`config.mk`:
```
export PLATFORM = sky130hd
export DESIGN_NAME = dcache_ctrl_flat
export DESIGN_NICKNAME = d
export VERILOG_FILES = /design/src/rtl/dcache_ctrl_if.sv /design/src/rtl/dcache_ctrl.sv /design/src/flat_wrapper.sv
export SDC_FILE = /design/constraint.sdc
export NUM_CORES = 2
export LEC_CHECK = 0
export CAP_MARGIN = 20
export CORE_ASPECT_RATIO = 1.2
export CORE_UTILIZATION = 65
export CTS_CLUSTER_DIAMETER = 50
export DETAILED_ROUTE_END_ITERATION = 7
export GPL_ROUTABILITY_DRIVEN = 0
export MAX_ROUTING_LAYER = met4
export PLACE_DENSITY = 0.86
export RECOVER_POWER = 100
export SLEW_MARGIN = 10
export SYNTH_ARGS = -nofsm -noshare
export SYNTH_HDL_FRONTEND = slang
export SYNTH_SLANG_ARGS = --single-unit
```
`constraint.sdc`:
```
create_clock -name clk -period 22 [get_ports clk]
set_input_delay 6.6 -clock clk [delete_from_list [all_inputs] [get_ports clk]]
set_output_delay 6.6 -clock clk [all_outputs]
set_load 0.01 [all_outputs]
```
`src/rtl/dcache_ctrl_if.sv`:
```
// dcache_ctrl_if
// Request/ready handshake between the data cache controller and the slower
// backing data memory.
//
// Signals:
//   mem_req    cache -> memory   request outstanding
//   mem_we     cache -> memory   1 = write, 0 = read (valid while mem_req)
//   mem_addr   cache -> memory   word address, bits [1:0] always 0
//   mem_wdata  cache -> memory   write data
//   mem_rdata  memory -> cache   read data, valid while mem_ready is high
//   mem_ready  memory -> cache   request completes at this clock edge
//
// Modports: master (cache side), slave (memory side).
interface dcache_ctrl_if;
    logic        mem_req;
    logic        mem_we;
    logic [31:0] mem_addr;
    logic [31:0] mem_wdata;
    logic [31:0] mem_rdata;
    logic        mem_ready;

    modport master (
        output mem_req,
        output mem_we,
        output mem_addr,
        output mem_wdata,
        input  mem_rdata,
        input  mem_ready
    );

    modport slave (
        input  mem_req,
        input  mem_we,
        input  mem_addr,
        input  mem_wdata,
        output mem_rdata,
        output mem_ready
    );
endinterface

```
`src/rtl/dcache_ctrl.sv`:
```
// dcache_ctrl
// Direct-mapped, write-through, no-write-allocate data cache controller that
// sits between the pipeline's Memory stage and the backing data memory.
// One 32-bit word per line. Load hits complete with no stall; load misses and
// all stores stall the pipeline while a request runs on the memory handshake,
// followed by a single DONE cycle in which the M-stage instruction retires.
//
// Parameters:
//   LINES       number of lines (power of two, >= 2)
//
// Ports:
//   clk         system clock, rising edge
//   reset       asynchronous, active-low reset
//   mem         dcache_ctrl_if.master, backing-memory request/ready handshake
//   memtoregm   M-stage load present
//   memwritem   M-stage store present (wins when both are high)
//   aluoutm     M-stage byte address (bits [1:0] ignored)
//   writedatam  M-stage store data
//   rdm         load data to the datapath
//   hitcount    load hits evaluated in IDLE   (only with DCACHE_STATS_EN)
//   misscount   IDLE->FILL transitions        (only with DCACHE_STATS_EN)
//   stallm      freezes F, D, E and M stages while high
//
// Optional feature: define DCACHE_STATS_EN to add the hitcount/misscount
// statistics counters and their output ports.
module dcache_ctrl #(
    parameter int LINES = 16
) (
    input  logic          clk,
    input  logic          reset,
    dcache_ctrl_if.master mem,
    input  logic          memtoregm,
    input  logic          memwritem,
    input  logic [31:0]   aluoutm,
    input  logic [31:0]   writedatam,
    output logic [31:0]   rdm,
`ifdef DCACHE_STATS_EN
    output logic [31:0]   hitcount,
    output logic [31:0]   misscount,
`endif
    output logic          stallm
);

    localparam int IDX_W = $clog2(LINES);
    localparam int TAG_W = 30 - IDX_W;

    typedef enum logic [1:0] {
        IDLE,
        FILL,
        WRITE,
        DONE
    } state_t;

    state_t state;

    logic             valid [LINES];
    logic [TAG_W-1:0] tags  [LINES];
    logic [31:0]      data  [LINES];

    logic [IDX_W-1:0] idx;
    logic [TAG_W-1:0] tag;
    logic [IDX_W-1:0] lat_idx;
    logic [TAG_W-1:0] lat_tag;
    logic             hit;
    logic             is_load;
    logic             is_store;
    logic             store_hit;
    logic             unused_addr_bits;

    assign idx      = aluoutm[IDX_W+1:2];
    assign tag      = aluoutm[31:IDX_W+2];
    assign hit      = valid[idx] && (tags[idx] == tag);
    assign is_store = memwritem;
    assign is_load  = memtoregm && !memwritem;

    // The outstanding access is described entirely by the latched request
    // registers, so the fill/write target comes from mem_addr rather than
    // from aluoutm.
    assign lat_idx  = mem.mem_addr[IDX_W+1:2];
    assign lat_tag  = mem.mem_addr[31:IDX_W+2];

    assign unused_addr_bits = ^{aluoutm[1:0], mem.mem_addr[1:0]};

    // The array resets to zero, so rdm is never X and reads as 0 in reset.
    assign rdm = data[idx];

    // In IDLE the stall must be raised in the same cycle the access appears,
    // hence combinational. Gating with reset drops it immediately when reset
    // is asserted even if the M-stage inputs are still presenting an access.
    always_comb begin
        stallm = 1'b0;
        if (reset) begin
            case (state)
                IDLE:        stallm = is_store || (is_load && !hit);
                FILL, WRITE: stallm = 1'b1;
                default:     stallm = 1'b0;
            endcase
        end
    end

    // Controller FSM with registered handshake outputs and the tag/data array.
    // store_hit remembers the hit result seen in IDLE, because the array is
    // only updated on a store that hit at evaluation time (no allocate).
    always_ff @(posedge clk or negedge reset) begin
        if (!reset) begin
            state         <= IDLE;
            mem.mem_req   <= 1'b0;
            mem.mem_we    <= 1'b0;
            mem.mem_addr  <= '0;
            mem.mem_wdata <= '0;
            store_hit     <= 1'b0;
            for (int i = 0; i < LINES; i++) begin
                valid[i] <= 1'b0;
                tags[i]  <= '0;
                data[i]  <= '0;
            end
        end else begin
            case (state)
                IDLE: begin
                    if (is_store || (is_load && !hit)) begin
                        mem.mem_req   <= 1'b1;
                        mem.mem_we    <= is_store;
                        mem.mem_addr  <= {aluoutm[31:2], 2'b00};
                        mem.mem_wdata <= writedatam;
                        store_hit     <= hit;
                        state         <= is_store ? WRITE : FILL;
                    end
                end
                FILL: begin
                    if (mem.mem_ready) begin
                        data[lat_idx]  <= mem.mem_rdata;
                        valid[lat_idx] <= 1'b1;
                        tags[lat_idx]  <= lat_tag;
                        mem.mem_req    <= 1'b0;
                        mem.mem_we     <= 1'b0;
                        state          <= DONE;
                    end
                end
                WRITE: begin
                    if (mem.mem_ready) begin
                        if (store_hit) begin
                            data[lat_idx] <= mem.mem_wdata;
                        end
                        mem.mem_req <= 1'b0;
                        mem.mem_we  <= 1'b0;
                        state       <= DONE;
                    end
                end
                DONE: begin
                    state <= IDLE;
                end
                default: begin
                    state <= IDLE;
                end
            endcase
        end
    end

`ifdef DCACHE_STATS_EN
    // A load miss in IDLE is exactly the IDLE->FILL transition.
    always_ff @(posedge clk or negedge reset) begin
        if (!reset) begin
            hitcount  <= '0;
            misscount <= '0;
        end else if (state == IDLE) begin
            if (is_load && hit) begin
                hitcount <= hitcount + 32'd1;
            end
            if (is_load && !hit) begin
                misscount <= misscount + 32'd1;
            end
        end
    end
`endif

endmodule

```
`src/flat_wrapper.sv`:
```
// flat-port wrapper written by rule: the top's interface ports become plain ports
module dcache_ctrl_flat 
#(
    parameter int LINES = 16
)
  (clk, reset, memtoregm, memwritem, aluoutm, writedatam, rdm, stallm, mem_mem_req, mem_mem_we, mem_mem_addr, mem_mem_wdata, mem_mem_rdata, mem_mem_ready);
  dcache_ctrl_if mem_i ();
  input  logic clk;
  input  logic reset;
  input  logic memtoregm;
  input  logic memwritem;
  input  logic [31:0] aluoutm;
  input  logic [31:0] writedatam;
  output logic [31:0] rdm;
  output logic stallm;
  output wire logic [$bits(mem_i.mem_req)-1:0] mem_mem_req;
  output wire logic [$bits(mem_i.mem_we)-1:0] mem_mem_we;
  output wire logic [$bits(mem_i.mem_addr)-1:0] mem_mem_addr;
  output wire logic [$bits(mem_i.mem_wdata)-1:0] mem_mem_wdata;
  input wire logic [$bits(mem_i.mem_rdata)-1:0] mem_mem_rdata;
  input wire logic [$bits(mem_i.mem_ready)-1:0] mem_mem_ready;
  assign mem_mem_req = mem_i.mem_req;
  assign mem_mem_we = mem_i.mem_we;
  assign mem_mem_addr = mem_i.mem_addr;
  assign mem_mem_wdata = mem_i.mem_wdata;
  assign mem_i.mem_rdata = mem_mem_rdata;
  assign mem_i.mem_ready = mem_mem_ready;
  dcache_ctrl #(.LINES(LINES)) u_core (.clk(clk), .reset(reset), .mem(mem_i), .memtoregm(memtoregm), .memwritem(memwritem), .aluoutm(aluoutm), .writedatam(writedatam), .rdm(rdm), .stallm(stallm));
endmodule
```
==> reports/results.txt <==
Remaining global-route overflow -> 0
Fillers -> 3975
TritonCTS Buffers -> 98
Die Area -> 69600 sq um
CTS tree -> built
XOR/XNOR Fraction of Synth Area -> 0.669%
Cell-internal power -> 4440 uW
All-Layer GR Usage -> 35.7%
Core area -> 67400 sq um
Worst r2r path cells -> 10
Crit-path cells -> buf_8 -> clkbuf_1 -> mux4_2 -> mux2i_1 -> mux2i_1 -> xnor2_1 -> o2111ai_1 -> or3_1 -> o41a_1 -> o21ai_0 -> a21oi_1 -> dlygate4sd3_1
Initial antenna violation count -> 4
Warnings, synthesis -> 0
H-tree Lvls -> 3
Critical path launch point type -> input port
Max clock buf depth -> 3
Tmin final -> 19650 ps
Switching portion of total power -> 31.4%
CP endpoint kind -> output port
Clock sinks -> 1011
Library cells used by synthesis -> 54
Hpwl dp -> 63900 um
Peak VDD IR -> 0.0926 mV
Synth Instances -> 3382
Hold endpoint -> u_core.valid[1]$_DFFE_PN0P_
Crit path top cell by count -> mux2i_1
Pins Over Slew Limit -> 2044
Vias -> 29400
Clock Power Share -> 26.8%
Leading cell type in the layout, fill and taps excluded -> dfrtp_1
Critical path class -> in2out
Layout cells sized above 1 -> 27.5%
Mapped Area -> 44500 sq um
Hold Path Class -> reg2reg
RSZ-0062 raised after global routing -> no
Seq/Total Area, Yosys -> 56.8%
Commonest cells after routing, fill and taps aside -> 1011 x dfrtp_1, 530 x nand2_1, 519 x o21ai_0
Final Cycle Share -> 89.3%
Syn avg cell area -> 13.2 sq um
Hold Crit Start -> u_core.valid[1]$_DFFE_PN0P_
Setup_tns -> 0 ps
Part of the power in registers -> 46.6%
Initial Util -> 66.1%
First-pass GRT wire length -> 181000 um
Multiplexer share of the synthesized area -> 27.1%
Row count -> 104
Post-synthesis adder-cell area fraction -> 0.140%
Register clock-pin slew on the reported worst setup and hold paths -> 70 ps
Mean routed wirelength per cell -> 26.2 um
Crit-path slowest cell -> clkbuf_1
Combinational share of power -> 26.7%
Worst Path Buf+Inv -> 3
Reg2reg setup slack -> 14610 ps
CP max stage delay -> 2140 ps
Final hold violations -> 0
Critical-path maximum fanout -> 76
Hold Path Depth -> 1
Endpoints failing setup -> 0
Net Switching -> 2040 uW
Synth Area in Compound Gates -> 6.72%
WP data arrival -> 13050 ps
Lkg Pwr -> 0.0228 uW
Outcome -> complete, but fails checks
Failing checks -> capacitance limit, slew limit
Worst R2R Start -> u_core.tags[251]$_DFFE_PN0P_
Later-pin clock latency in the skew report -> 660 ps
Worst rel slew slack -> -458%
Number of global-route vias before repair -> 31800
Least-Margin Pin Slew -> 8360 ps
Fmax -> 0.0509 GHz
Vert. Die Dim -> 289 um
Die Width -> 241 um
Clock Skew -> 28.1 ps
IO Count -> 200
Post-synth EDFFs -> 0
Delay-heaviest family, CP -> buffers and inverters
Simple-gate share of the synthesized area -> 5.91%
Buffer count from post-CTS setup fixing -> 0
Combinational family with the most area after synthesis -> multiplexers
Max cap viols -> 41
Drt first pass iters -> 6
Via-to-Cell Ratio -> 6.61
I/O Buffers -> 195
Hold buffer count at cts -> 0
R2R Path End -> u_core.mem.mem_wdata[9]$_DFFE_PN0P_
Overall Power -> 6480 uW
Initial DRC Count -> 2956
Root buffer cell -> clkbuf_16
FFs w/ async S/R, synth -> 100%
Main synth FF type -> dfrtp_1
Residual DRC -> 0
Final wirelength -> 117000 um
Synth-to-Final Area Change -> 13.1%
Power Density -> 129 nW/um^2
CP Data Required Time -> 15400 ps
Final #Nets -> 3574
Largest net degree at the start of global routing -> 205
#FFs+latches synth -> 1011
Post_cts resized -> 0
Post-route ant nets -> 0
## worst max path at each step
stage,startpoint,to,slack (ps),cells past startpoint
after floorplan,aluoutm[2],rdm[22],5670,9
after global placement,aluoutm[2],stallm,3930,11
after detailed placement,aluoutm[2],stallm,3910,11
after CTS,aluoutm[2],stallm,3900,11
after global routing,aluoutm[2],stallm,1870,12
final,aluoutm[2],stallm,2350,12
## worst reg2reg max path: cells and delay by family, from the launching register on
| family | cells | cell delay, ps |
|---|---|---|
| multiplexers | 4 | 1510 |
| AO/OA/AOI/OAI | 3 | 1220 |
| buffers and inverters | 1 | 3520 |
| AND/OR/NAND/NOR | 1 | 170 |
| XOR/XNOR | 1 | 480 |
| flip-flops | 1 | 380 |
## synthesized netlist by cell type (all sizes together), types with 2 or more instances
cell type / instances / share of area, %
o32a: 3 / 0.067
nand3b: 2 / 0.034
mux2: 484 / 12
o22ai: 5 / 0.070
nand3: 10 / 0.11
a211oi: 3 / 0.051
inv: 9 / 0.076
buf: 53 / 0.63
a31oi: 3 / 0.042
clkbuf: 231 / 1.9
a22o: 3 / 0.059
nand2: 542 / 4.6
or2: 12 / 0.17
a32oi: 3 / 0.059
and2: 4 / 0.056
xor2: 13 / 0.26
xnor2: 21 / 0.41
dfrtp: 1011 / 57
a21oi: 5 / 0.056
o22a: 2 / 0.039
mux4: 258 / 13
nand4: 6 / 0.084
nand2b: 16 / 0.22
nor2: 25 / 0.21
nor2b: 9 / 0.13
mux2i: 81 / 1.8
nor4: 2 / 0.028
o21ai: 519 / 5.9
or3: 2 / 0.028
nor3b: 3 / 0.051
nor3: 9 / 0.10
ha: 5 / 0.14
a22oi: 5 / 0.084
o211ai: 3 / 0.051
a221o: 2 / 0.045
a221oi: 4 / 0.093
nand4b: 2 / 0.039
## state kept, by name (all words and copies together) (netlist names), 2 cells and up
name                  count
u_core.mem.mem_addr      30
u_core.tags             416
u_core.mem.mem_wdata     32
u_core.data             512
u_core.state              2
u_core.valid             16
## power by group through the flow
stage	Sequential, uW	Clock, uW	Combinational [uW]
after global routing	3090	1820	1870
final	3020	1740	1730
after global placement	2910	0	1590
after detailed placement	3010	0	1700
after floorplan	2830	0	1190
after CTS	3000	1750	1730
## logic make-up after synthesis
kind of cell,after synthesis
adder cells (fa/ha/maj),5
buffers and inverters,293
flip-flops,1011
AO/OA/AOI/OAI,567
other,1
XOR/XNOR,34
AND/OR/NAND/NOR,648
multiplexers,823
## per-layer routing
metal	part of all wire, %	global-route usage, %	wire, um	vias to the layer above
li1	-	-	-	12300
met1	36	43.1	42300	15300
met2	51	57.9	59600	1409
met3	7.5	6.48	8730	421
met4	5.0	18.3	5890	0
met5	0	-	0	-
## cell type report
class                           instances  area, sq um  share of cell area, %
Clock inverter                         40          498                  0.988
Clock buffer                          136         2840                   5.63
Tap cell                              901         1130                   2.24
Timing Repair Buffer                  269         2400                   4.76
Multi-Input combinational cell       2079        18200                   36.1
Sequential cell                      1011        25300                   50.2
Antenna cell                            5         12.5                 0.0248
Inverter                                9         35.0                 0.0695
## stage by stage
step           cell area, sq um  util [%]  setup slack (ps)  hold slack (ps)  cells
2_1_floorplan             44500         -              5670              429   3383
3_3_place_gp              47100      69.8              3930              444   4247
3_5_place_dp              47100      69.9              3910              447   4252
4_1_cts                   50400      74.8              3900              462   4428
5_1_grt                   50400      74.7              1870              480   4448
6_report                  50400      74.8              2350              466   4450
Note: power is estimated with default switching activity, not from simulation.
